===== config.mk =====
export PLATFORM = sky130hd
export DESIGN_NAME = load_store_unit_flat
export DESIGN_NICKNAME = d
export VERILOG_FILES = /design/src/rtl/load_store_unit_if.sv /design/src/rtl/load_store_unit.sv /design/src/flat_wrapper.sv
export SDC_FILE = /design/constraint.sdc
export NUM_CORES = 1
export LEC_CHECK = 0
export ABC_AREA = 1
export CAP_MARGIN = 20
export CORE_MARGIN = 2
export CORE_UTILIZATION = 35
export CTS_BUF_LIST = sky130_fd_sc_hd__clkbuf_4
export CTS_CLUSTER_DIAMETER = 80
export DETAILED_ROUTE_END_ITERATION = 12
export PLACE_DENSITY_LB_ADDON = 0.3
export SYNTH_ARGS = -nofsm -noshare
export SYNTH_HDL_FRONTEND = slang
export SYNTH_SLANG_ARGS = --single-unit

===== constraint.sdc =====
create_clock -name clk -period 2.8 [get_ports clk]
set_input_delay 0.56 -clock clk [delete_from_list [all_inputs] [get_ports clk]]
set_output_delay 0.56 -clock clk [all_outputs]
set_load 0.1 [all_outputs]

===== src/rtl/load_store_unit_if.sv =====
// APB-style bus between the load/store unit (master) and data RAM / peripherals (slave).
interface load_store_unit_if;
    logic [31:0] PADDR;
    logic [31:0] PWDATA;
    logic [3:0]  PSTRB;
    logic        PWRITE;
    logic        PSEL;
    logic        PENABLE;
    logic [31:0] PRDATA;
    logic        PREADY;
    logic        PSLVERR;

    modport master (
        output PADDR, PWDATA, PSTRB, PWRITE, PSEL, PENABLE,
        input  PRDATA, PREADY, PSLVERR
    );

    modport slave (
        input  PADDR, PWDATA, PSTRB, PWRITE, PSEL, PENABLE,
        output PRDATA, PREADY, PSLVERR
    );
endinterface


===== src/rtl/load_store_unit.sv =====
// Load/store unit: turns a datapath memory request into one APB transfer, stalling the core
// until completion and reporting misaligned, illegal, slave-error or timed-out accesses.
module load_store_unit #(
    parameter int TIMEOUT_CYCLES = 16
) (
    input  logic        clk,
    input  logic        reset,
    input  logic        req_valid,
    input  logic        req_we,
    input  logic [2:0]  funct3,
    input  logic [31:0] addr,
    input  logic [31:0] wdata,
    output logic [31:0] rdata,
    output logic        stall,
    output logic        done,
    output logic        err,
    load_store_unit_if.master bus
);
    localparam int CNT_W = (TIMEOUT_CYCLES > 2) ? $clog2(TIMEOUT_CYCLES) : 1;

    typedef enum logic [1:0] {IDLE, SETUP, ACCESS, RESP} state_t;

    state_t             state_reg, state_next;
    logic [CNT_W-1:0]   cnt_reg;
    logic               we_reg;
    logic [2:0]         funct3_reg;
    logic [1:0]         lane_reg;
    logic [31:0]        paddr_reg, pwdata_reg, rdata_reg;
    logic [3:0]         pstrb_reg;
    logic               err_reg;

    logic               legal, misaligned, timeout;
    logic [31:0]        pwdata_fmt, load_fmt;
    logic [3:0]         pstrb_fmt;
    logic [7:0]         rd_byte [4];
    logic [7:0]         byte_sel;
    logic [15:0]        half_sel;

    always_comb begin
        legal      = req_we ? (funct3 inside {3'b000, 3'b001, 3'b010})
                            : (funct3 inside {3'b000, 3'b001, 3'b010, 3'b100, 3'b101});
        misaligned = ((funct3[1:0] == 2'b01) && addr[0]) ||
                     ((funct3[1:0] == 2'b10) && (addr[1:0] != 2'b00));
    end

    // Store data is replicated across lanes so the slave can pick it up by strobe alone.
    always_comb begin
        case (funct3[1:0])
            2'b00: begin
                pwdata_fmt = {4{wdata[7:0]}};
                pstrb_fmt  = 4'b0001 << addr[1:0];
            end
            2'b01: begin
                pwdata_fmt = {2{wdata[15:0]}};
                pstrb_fmt  = 4'b0011 << addr[1:0];
            end
            default: begin
                pwdata_fmt = wdata;
                pstrb_fmt  = 4'b1111;
            end
        endcase
        if (!req_we) begin
            pstrb_fmt = 4'b0000;
        end
    end

    generate
        for (genvar gi = 0; gi < 4; gi++) begin : g_rd_byte
            assign rd_byte[gi] = bus.PRDATA[8*gi +: 8];
        end
    endgenerate

    always_comb begin
        byte_sel = rd_byte[lane_reg];
        half_sel = lane_reg[1] ? bus.PRDATA[31:16] : bus.PRDATA[15:0];
        case (funct3_reg)
            3'b000:  load_fmt = {{24{byte_sel[7]}}, byte_sel};
            3'b100:  load_fmt = {24'h000000, byte_sel};
            3'b001:  load_fmt = {{16{half_sel[15]}}, half_sel};
            3'b101:  load_fmt = {16'h0000, half_sel};
            default: load_fmt = bus.PRDATA;
        endcase
        if (we_reg) begin
            load_fmt = 32'h0000_0000;
        end
    end

    assign timeout = (cnt_reg == CNT_W'(TIMEOUT_CYCLES - 1));

    always_ff @(posedge clk) begin
        if (reset) begin
            state_reg <= IDLE;
        end else begin
            state_reg <= state_next;
        end
    end

    always_comb begin
        state_next  = state_reg;
        stall       = 1'b0;
        done        = 1'b0;
        bus.PSEL    = 1'b0;
        bus.PENABLE = 1'b0;
        case (state_reg)
            IDLE: begin
                stall = req_valid;
                if (req_valid) begin
                    state_next = (legal && !misaligned) ? SETUP : RESP;
                end
            end
            SETUP: begin
                stall      = 1'b1;
                bus.PSEL   = 1'b1;
                state_next = ACCESS;
            end
            ACCESS: begin
                stall       = 1'b1;
                bus.PSEL    = 1'b1;
                bus.PENABLE = 1'b1;
                if (bus.PREADY || timeout) begin
                    state_next = RESP;
                end
            end
            RESP: begin
                done       = 1'b1;
                state_next = IDLE;
            end
            default: state_next = IDLE;
        endcase
    end

    always_ff @(posedge clk) begin
        if (reset) begin
            cnt_reg    <= '0;
            we_reg     <= 1'b0;
            funct3_reg <= 3'b000;
            lane_reg   <= 2'b00;
            paddr_reg  <= 32'h0;
            pwdata_reg <= 32'h0;
            pstrb_reg  <= 4'h0;
            rdata_reg  <= 32'h0;
            err_reg    <= 1'b0;
        end else begin
            case (state_reg)
                IDLE: begin
                    cnt_reg <= '0;
                    if (req_valid) begin
                        we_reg     <= req_we;
                        funct3_reg <= funct3;
                        lane_reg   <= addr[1:0];
                        paddr_reg  <= {addr[31:2], 2'b00};
                        pwdata_reg <= pwdata_fmt;
                        pstrb_reg  <= pstrb_fmt;
                        if (!(legal && !misaligned)) begin
                            rdata_reg <= 32'h0;
                            err_reg   <= 1'b1;
                        end
                    end
                end
                ACCESS: begin
                    if (bus.PREADY) begin
                        rdata_reg <= load_fmt;
                        err_reg   <= bus.PSLVERR;
                    end else if (timeout) begin
                        rdata_reg <= 32'h0;
                        err_reg   <= 1'b1;
                    end else begin
                        cnt_reg <= cnt_reg + CNT_W'(1);
                    end
                end
                default: ;
            endcase
        end
    end

    assign bus.PADDR  = paddr_reg;
    assign bus.PWDATA = pwdata_reg;
    assign bus.PSTRB  = pstrb_reg;
    assign bus.PWRITE = we_reg;
    assign rdata      = rdata_reg;
    assign err        = err_reg;
endmodule


===== src/flat_wrapper.sv =====
// flat-port wrapper written by rule: the top's interface ports become plain ports
module load_store_unit_flat 
#(
    parameter int TIMEOUT_CYCLES = 16
)
  (clk, reset, req_valid, req_we, funct3, addr, wdata, rdata, stall, done, err, bus_PADDR, bus_PWDATA, bus_PSTRB, bus_PWRITE, bus_PSEL, bus_PENABLE, bus_PRDATA, bus_PREADY, bus_PSLVERR);
  load_store_unit_if bus_i ();
  input  logic clk;
  input  logic reset;
  input  logic req_valid;
  input  logic req_we;
  input  logic [2:0] funct3;
  input  logic [31:0] addr;
  input  logic [31:0] wdata;
  output logic [31:0] rdata;
  output logic stall;
  output logic done;
  output logic err;
  output wire logic [$bits(bus_i.PADDR)-1:0] bus_PADDR;
  output wire logic [$bits(bus_i.PWDATA)-1:0] bus_PWDATA;
  output wire logic [$bits(bus_i.PSTRB)-1:0] bus_PSTRB;
  output wire logic [$bits(bus_i.PWRITE)-1:0] bus_PWRITE;
  output wire logic [$bits(bus_i.PSEL)-1:0] bus_PSEL;
  output wire logic [$bits(bus_i.PENABLE)-1:0] bus_PENABLE;
  input wire logic [$bits(bus_i.PRDATA)-1:0] bus_PRDATA;
  input wire logic [$bits(bus_i.PREADY)-1:0] bus_PREADY;
  input wire logic [$bits(bus_i.PSLVERR)-1:0] bus_PSLVERR;
  assign bus_PADDR = bus_i.PADDR;
  assign bus_PWDATA = bus_i.PWDATA;
  assign bus_PSTRB = bus_i.PSTRB;
  assign bus_PWRITE = bus_i.PWRITE;
  assign bus_PSEL = bus_i.PSEL;
  assign bus_PENABLE = bus_i.PENABLE;
  assign bus_i.PRDATA = bus_PRDATA;
  assign bus_i.PREADY = bus_PREADY;
  assign bus_i.PSLVERR = bus_PSLVERR;
  load_store_unit #(.TIMEOUT_CYCLES(TIMEOUT_CYCLES)) u_core (.clk(clk), .reset(reset), .req_valid(req_valid), .req_we(req_we), .funct3(funct3), .addr(addr), .wdata(wdata), .rdata(rdata), .stall(stall), .done(done), .err(err), .bus(bus_i));
endmodule

# Word-level counts from Yosys, hierarchy flattened
# Index checks and enable logic that the tools add are counted.
# word_totals
inputBits	105
elab_cells	84
register_bits	111
out_inout_bits	106
# op_classes
n_lt_le_gt_ge	1
n_mux	31
n_addsub	1
shift	2
n_eq_ne	19
bitwise	1
n_reduce_logical	19
# op_table
cell	n
$mux 32	5
$pmux 32 s2	2
$pmux 32 s4	1
$bmux 8 s2	1
$mux 16	1
$mux 8	2
$pmux 4 s2	2
$eq 3x3->1 const B	4
$mux 4	3
$mux 1	8
$ne 2x2->1 const B	4
$pmux 2 s4	1
$eq 2x2->1 const B	3
$eq 3x1->1 const B	2
$logic_not 3->1	2
$mux 2	3
$reduce_bool 5->1	1
$add 4x1->4 const B	1
$eq 2x1->1 const B	2
$eq 4x4->1 const B	1
$logic_not 2->1	2
$pmux 1 s2	2
$reduce_and 2->1	2
$reduce_and 4->1	1
14 further kinds	18

# Logic depth before layout (Yosys ltp)
# Gate-level depths: netlist (run 1).
# logic_depth
word_depth	8
ltp_mapped	12
mapped_depth_nobuf	11

# Least setup slack after synthesis (run 1)
# Ideal clock, no wire load.
# synth_timing
path_kind	register to output
startpoint	reg u_core.state_reg[0]
endpoint	out stall
path_buffers	0
required_time_ps	2240
arrival_ps	2643
path_slack_ps	-403
stages_incl_launch_ff	5
path_cell_list	dfxtp_1 -> inv_1 -> ha_1 -> nor2_1 -> nor2_1
# synth_via
elab_chain_len	3
# synth_lines
element	line	text
start, declared	load_store_unit.sv:23	state_t state_reg, state_next;
start signal, assigned	load_store_unit.sv:94	state_reg <= state_next;
$eq 2x1->1 or $eq 2x2->1 (tied branches)	load_store_unit.sv:104	case (state_reg)
$reduce_or 2->1 (no source line)	--	
$pmux 1 s2 (*)	load_store_unit.sv:104	
end, declared	flat_wrapper.sv:16	output logic stall;
# Every way passes the cells marked *; elsewhere a longest branch is shown, timed or not.

# Final worst setup path (run 1)
# Ends and elaborated chain as after synthesis.

==> metrics.md, run 1 <==
| Metric | Value |
|---|---|
| GR Util All Layers | `20.3%` |
| Via-to-Cell Ratio | `4.77` |
| First-pass GRT wire length | `26400 µm` |
| Worst hold path class | `reg2reg` |
| WHS Path Cells | `2` |
| WS Path Type | `reg2out` |
| I/O Pins | `211` |
| Post-Synth Adder-Cell Area | `0.927%` |
| Pin count of the biggest net entering global routing | `53` |
| Max-cap violations | `0` |
| Final Skew | `21.6 ps` |
| Metal1 wirelength | `6990 µm` |
| Synthesized area | `0.00540 mm²` |
| Remaining antenna violation count | `0` |
| CTS max path bufs | `2` |
| Syn Inst Count | `829` |
| Outcome | `finished clean` |
| DRT iter0 DRCs | `460` |
| Initial antenna violation count | `1` |
| Final hold vios | `0` |
| # DRC | `0` |
| CTS resizes | `0` |
| Worst path required time | `2240 ps` |
| Setup Viol. Count Final | `0` |
| CTS sink cnt | `111` |
| Delay of the slowest cell on the worst path | `370 ps` |
| Unrepaired setup endpoints after global routing | `false` |
| Commonest cells in the netlist | `nor2_1, nand2_1, dfxtp_1` |
| # Post-CTS Setup Buffers | `0` |
| Fin crit share | `91.6%` |
| Met2 wire length | `7910 µm` |
| Post-synth EDFFs | `0` |
| Syn. warnings | `0` |
| Chip Height | `128 µm` |
| Vias | `5760` |
| Hold buffer count at cts | `0` |
| Setup TNS Final | `0 ps` |
| Post-synthesis mux area share | `0%` |
| Initial DRT Pass Iterations | `5` |
| Synth cell types | `28` |
| Fmax | `390 MHz` |
| Compound-Gate Fraction of Synth Area | `17.1%` |
| Initial Util | `35.6%` |
| Top-area cell type share of the netlist area | `41.2%` |
| Slew Viols, Final | `0` |
| Pre-CTS setup slack | `313 ps` |
| Detail Placement HPWL | `12200 µm` |
| Final min period | `2560 ps` |
| Worst-Skew Late Latency | `500 ps` |
| CP arrival | `2000 ps` |
| Layout Nets | `1122` |
| Top post-synthesis cells by area | `dfxtp_1, nor2_1, nand2_1, a21oi_1, inv_1` |
| Final WS setup | `236 ps` |
| Max H-tree Level | `3` |
| WL final | `16800 µm` |
| # rows | `45` |
| XOR/XNOR Fraction of Synth Area | `0%` |
| Max-slew headroom | `39.6%` |
| Synth-to-layout area growth | `37.9%` |
| Die ar. | `0.0164 mm²` |
| CP max FO | `14` |
| Ys async rst share | `0%` |
| Die width | `128 µm` |
| Slowest cell on crit path | `dfxtp_1` |
| #FFs+latches synth | `111` |
| Register area share after synthesis | `41.2%` |
| Simple-gate share of the synthesized area | `29.2%` |
| Worst-path cell chain | `inv_1, ha_1, nand2_2, inv_2, nor2_1, nor2_2, buf_12` |
| Core ar. | `0.0151 mm²` |
| Clock root buffer | `clkbuf_4` |
| Synth Flop Type | `dfxtp_1` |
| FF-to-FF path depth | `6` |
| Cell taking the most area after synthesis | `dfxtp_1` |
| WL per Instance | `14.0 µm` |
| Grt ovf | `0` |
| Measured slew at the worst slew-check pin | `905 ps` |
| Hold WS | `479 ps` |
| CTS tree | `done` |
| Most frequent cell after synthesis | `nor2_1` |
| Largest family of logic cells by synthesized area | `simple AND/OR/NAND/NOR gates` |
| # port buffers | `208` |
| CTS buffer count | `9` |
| Gpl congestion | `0.818` |
| CP Capture Type | `output pin` |
| Syn Area/Cell | `6.51 µm²` |
| Top Layer Used | `met4` |
| Layout cells sized above 1 | `14.6%` |
| Wire length on met3 | `1650 µm` |
| CP Launch Type | `flop` |
| Reg clk slew, reported paths | `190 ps` |
| Vias in the first global route | `5235` |
-- logic make-up after synthesis --
logic type | after synthesis
AO/OA/AOI/OAI | 170
other | 1
AND/OR/NAND/NOR | 401
buffers and inverters | 142
flip-flops | 111
adder cells (fa/ha/maj) | 4
-- through the flow --
stage,cell area [µm²],utilization (%),std cells
after floorplan,5400,-,830
after global placement,7320,48.3,1190
after detailed placement,7320,48.3,1190
after CTS,7440,49.1,1206
after global routing,7440,49.1,1207
final,7440,49.1,1207
-- final timing paths --
path,startpoint,slack (ps),to
worst min-delay path,u_core.bus.PWDATA[4]$_SDFFE_PP0P_,480,u_core.bus.PWDATA[4]$_SDFFE_PP0P_
worst min register to register,u_core.bus.PWDATA[4]$_SDFFE_PP0P_,480,u_core.bus.PWDATA[4]$_SDFFE_PP0P_
worst max register to register,u_core.state_reg[0]$_SDFFE_PP0P_,660,u_core.bus.PWDATA[22]$_SDFFE_PP0P_
worst max-delay path,u_core.state_reg[0]$_SDFFE_PP0P_,240,stall
-- cell usage in the layout (no fill, tap or decap), drive strengths merged, types with 8 or more instances in the layout --
master           n
nor2           199
nand3           14
nand2          182
inv             97
dfxtp          111
clkdlybuf4s50  104
a21oi           80
o221ai           8
o21ai           63
o22ai            8
clkbuf           9
buf            116
-- metal layers --
| metal | vias to the layer above | global-route usage (%) |
|---|---|---|
| met5 | - | 0 |
| met2 | 207 | 34.3 |
| li1 | 2963 | - |
| met3 | 22 | 8.31 |
| met1 | 2568 | 23.7 |
| met4 | 0 | 5.88 |
-- critical path, delay by kind of cell, from the launching register on --
kind	cells	cell delay, ps
fa+ha+maj	1	340
buf+inv	3	370
flops	1	370
simple gates	3	420
-- cell type report --
type	count	area [µm²]
multi-input combinational	577	2560
antenna	1	2.50
tap	188	235
sequential	111	2220
clock buffer	9	67.6
fill	1596	7700
inverter	94	353
timing repair buffer	220	1950
clock inverter	7	55.1
Power of run 1 is left out: the tool's default activity adds up to more than one toggle a clock period on the data nets, which glitch-free logic cannot reach.
==> run 2, diff against run 1 <==
CORE_MARGIN = not set   (was 2)
==> metrics.md, run 2 (synthesis gave the netlist of run 1 again) <==
| Metric | Value |
|---|---|
| Outcome | `finished clean` |
| GR Util All Layers | `20.8%` |
| # DRC | `0` |
| Worst hold path class | `reg2reg` |
| # rows | `45` |
| Initial antenna violation count | `0` |
| Unrepaired setup endpoints after global routing | `false` |
| Fmax | `417 MHz` |
| Commonest non-fill, non-tap cell in the layout | `nor2_1` |
| Final min period | `2400 ps` |
| DRT iter0 DRCs | `362` |
| WHS Path Cells | `2` |
| Detail Placement HPWL | `11700 µm` |
| Slew Viols, Final | `0` |
| Layout Nets | `1121` |
| CTS tree | `done` |
| Reg2reg setup slack | `810 ps` |
| # port buffers | `208` |
| Grt ovf | `0` |
| WL per Instance | `13.6 µm` |
| Synth-to-layout area growth | `38.4%` |
| Worst path required time | `2240 ps` |
| Clock root buffer | `clkbuf_4` |
| CP Capture Type | `output pin` |
| Vias | `5672` |
| CTS resizes | `0` |
| Worst-Skew Late Latency | `520 ps` |
| CP Launch Type | `flop` |
| Core ar. | `0.0151 mm²` |
| Worst Hold Path EP | `u_core.bus.PWDATA[0]$_SDFFE_PP0P_` |
| Max H-tree Level | `3` |
| Layout cells sized above 1 | `14.6%` |
| Fin crit share | `85.7%` |
| Chip Height | `126 µm` |
| CTS buffer count | `9` |
| Measured slew at the worst slew-check pin | `868 ps` |
| Final hold vios | `0` |
| Reg clk slew, reported paths | `200 ps` |
| Setup Viol. Count Final | `0` |
| # diodes | `0` |
| Initial DRT Pass Iterations | `5` |
| CTS max path bufs | `2` |
| CP max FO | `7` |
| Met3 usage | `6.41%` |
| Pin count of the biggest net entering global routing | `75` |
| Met1 usage in global routing | `25.2%` |
| CP arrival | `1840 ps` |
| Commonest non-fill, non-tap cells in the layout | `nor2_1, nand2_1, buf_4, dfxtp_1, clkdlybuf4s50_1` |
| Hold WS | `480 ps` |
| CTS sink cnt | `111` |
| Hold buffer count at cts | `0` |
| Critical path origin | `u_core.state_reg[0]$_SDFFE_PP0P_` |
| Met2 Use GR | `35.2%` |
| Vias in the first global route | `5154` |
| Peak-usage layer in the global routing report | `met2` |
| FF-to-FF path depth | `8` |
| Remaining antenna violation count | `0` |
| Max-cap violations | `0` |
| First-pass GRT wire length | `26300 µm` |
| Die width | `126 µm` |
| Hold path startpoint | `u_core.bus.PWDATA[0]$_SDFFE_PP0P_` |
| Initial Util | `35.6%` |
| I/O Pins | `211` |
| Gpl congestion | `0.856` |
| Max-slew headroom | `42.1%` |
| FF-to-FF End | `u_core.rdata[15]$_SDFFE_PP0P_` |
| WL final | `16400 µm` |
| Die ar. | `0.0159 mm²` |
| # Post-CTS Setup Buffers | `0` |
| Worst r2r src | `u_core.state_reg[0]$_SDFFE_PP0P_` |
| Via-to-Cell Ratio | `4.71` |
| Final Skew | `27.5 ps` |
| WS Path Type | `reg2out` |
| Setup TNS Final | `0 ps` |
==> run 2: worst max-delay path, stage by stage, from the launching register on <==
cell	delay, ps
dfxtp_1	370
inv_1	80
ha_1	310
nand2_2	120
inv_2	70
nor2_1	40
nor2_2	130
buf_12	190
==> run 2: per-stage QoR <==
stage / area (µm²) / setup WS (ps) / utilization, % / cells
2_1_floorplan: 5400 / 32.7 / - / 830
3_3_place_gp: 7320 / 485 / 48.4 / 1189
3_5_place_dp: 7320 / 443 / 48.4 / 1189
4_1_cts: 7470 / 352 / 49.3 / 1205
5_1_grt: 7470 / 239 / 49.3 / 1205
6_report: 7470 / 400 / 49.3 / 1205
==> run 2: cell type report <==
type	count	area, µm²
multi-input cells	577	2560
fillers	1558	7680
well taps	188	235
inverters	94	353
repair buffers	219	1950
clock inverters	7	76.3
flip-flops and latches	111	2220
clock buffers	9	67.6
==> run 2: per-layer routing <==
metal  part of all wire (%)  vias to the layer above
met1                     43                     2490
met4                    1.4                        0
li1                       -                     2968
met5                      0                        -
met3                    8.0                       17
met2                     47                      197
==> run 2: worst max path at each step <==
stage	to	slack, ps	cells after the start
after floorplan	stall	30	4
after global placement	u_core.rdata[1]$_SDFFE_PP0P_	480	9
after detailed placement	u_core.rdata[15]$_SDFFE_PP0P_	440	8
after CTS	stall	350	7
after global routing	stall	240	7
final	stall	400	7
Power of run 2 is left out for the same reason.
==> run 3, diff against run 2 <==
GPL_TIMING_DRIVEN = 0   (was not set)
==> metrics.md, run 3 (synthesis gave the netlist of run 1 again) <==
| Metric | Value |
|---|---|
| Outcome | `finished clean` |
| CP max FO | `4` |
| CP arrival | `2120 ps` |
| # diodes | `0` |
| Crit path max-delay family | `buffers and inverters` |
| Synth-to-layout area growth | `46.4%` |
| CP Capture Type | `output pin` |
| Worst hold path class | `reg2reg` |
| WL final | `17700 µm` |
| Hold buffer count at cts | `0` |
| CTS sink cnt | `111` |
| Initial DRT Pass Iterations | `7` |
| Clock root buffer | `clkbuf_4` |
| FF-to-FF path depth | `10` |
| Vias in the first global route | `5405` |
| Final hold vios | `0` |
| Measured slew at the worst slew-check pin | `1040 ps` |
| I/O Pins | `211` |
| Fin crit share | `95.7%` |
| Gpl congestion | `0.859` |
| Setup Viol. Count Final | `0` |
| Final min period | `2680 ps` |
| # DRC | `0` |
| Worst Path Buf+Inv | `2` |
| Worst r2r src | `u_core.state_reg[0]$_SDFFE_PP0P_` |
| CP Launch Type | `flop` |
| WHS Path Cells | `2` |
| WL per Instance | `14.2 µm` |
| GR Util All Layers | `22.2%` |
| Max-slew headroom | `30.4%` |
| Vias | `5827` |
| Critical path origin | `u_core.state_reg[1]$_SDFFE_PP0P_` |
| Max H-tree Level | `3` |
| Fmax | `373 MHz` |
| Initial Util | `35.6%` |
| Detail Placement HPWL | `13500 µm` |
| First-pass GRT wire length | `27700 µm` |
| Worst-path cell chain | `inv_1, ha_4, clkdlybuf4s15_1` |
| WS Path Type | `reg2out` |
| Worst-Skew Late Latency | `510 ps` |
| Slew Viols, Final | `0` |
| Core ar. | `0.0151 mm²` |
| Layout Nets | `1157` |
| CTS max path bufs | `2` |
| Crit path depth | `3` |
| Slowest cell on crit path | `clkdlybuf4s15_1` |
| Worst path required time | `2240 ps` |
| Die ar. | `0.0159 mm²` |
| Final std cells w/o fill | `1241` |
| Max-cap violations | `0` |
| Unrepaired setup endpoints after global routing | `false` |
| Cell Area, Placed | `0.00772 mm²` |
| Die width | `126 µm` |
| Remaining antenna violation count | `0` |
| Worst Hold Path EP | `u_core.bus.PWDATA[0]$_SDFFE_PP0P_` |
| Layout cells sized above 1 | `6.08%` |
| Via-to-Cell Ratio | `4.70` |
| Delay of the slowest cell on the worst path | `840 ps` |
| Chip Height | `126 µm` |
| # port buffers | `208` |
| Reg2reg setup slack | `840 ps` |
| Grt ovf | `0` |
| Commonest non-fill, non-tap cells in the layout | `clkdlybuf4s50_1, nor2_1, nand2_1, dfxtp_1, inv_1` |
| # rows | `45` |
| Inst Count DP | `1226` |
| DRT iter0 DRCs | `370` |
| Pin count of the biggest net entering global routing | `21` |
| Reg clk slew, reported paths | `190 ps` |
| CTS buffer count | `9` |
| CTS tree | `done` |
| Finished layout cell area | `0.00790 mm²` |
| Final Skew | `32.4 ps` |
| Hold path startpoint | `u_core.bus.PWDATA[0]$_SDFFE_PP0P_` |
| Initial antenna violation count | `0` |
| Commonest non-fill, non-tap cell in the layout | `clkdlybuf4s50_1` |
| FF-to-FF End | `u_core.rdata[30]$_SDFFE_PP0P_` |
-- run 3: changes by cell type in the layout (fill, tap and decap cells not counted), sizes merged --
cell / before / now
clkdlybuf4s15: 0 / 1
bufinv: 0 / 1
clkdlybuf4s50: 104 / 204
clkbuf: 9 / 28
clkinv: 4 / 2
buf: 115 / 30
dlygate4sd2: 0 / 2
-- run 3: final cells by class --
| class | count | area (µm²) |
|---|---|---|
| fill | 1536 | 7250 |
| clock buffer | 10 | 75.1 |
| clock inverter | 6 | 83.8 |
| sequential | 111 | 2220 |
| timing repair buffer | 208 | 2090 |
| inverter | 94 | 353 |
| multi-input combinational | 577 | 2570 |
| tap | 188 | 235 |
| buffer | 47 | 270 |
-- run 3: repair_timing --
action | CTS | global route
hold endpoints to repair | 0 | 0
setup endpoints to repair | 4 | 2
resized for setup | 15 | 4
pin swaps | 0 | 0
buffers inserted | 0 | 0
-- run 3: through the flow --
stage / hold slack, ps / utilization [%] / worst slack (ps) / setup TNS [ps]
after global placement: 451 / 51.0 / -815 / -815
after detailed placement: 456 / 51.0 / -820 / -820
final: 478 / 52.2 / 121 / 0
after CTS: 478 / 52.2 / 7.32 / 0
after floorplan: 443 / - / 32.7 / 0
after global routing: 494 / 52.2 / 26.4 / 0
-- run 3: layer usage --
layer	vias to the layer above	wire [µm]	GRT usage [%]
met1	2583	7700	27.1
met2	188	8400	37.2
met4	0	227	6.80
li1	3040	-	-
met3	16	1350	6.84
met5	-	0	0
-- run 3: how the worst max path moves through the flow --
stage	slack (ps)	endpoint
after floorplan	30	stall
after global placement	-820	stall
after detailed placement	-820	stall
after CTS	7	stall
after global routing	30	bus_PSEL
final	120	bus_PSEL
-- run 3: worst min-delay path, stage by stage, from the launching register on --
cell	delay, ps
dfxtp_1	350
nand2_1	60
a21oi_1	50
Power of run 3 is left out for the same reason.
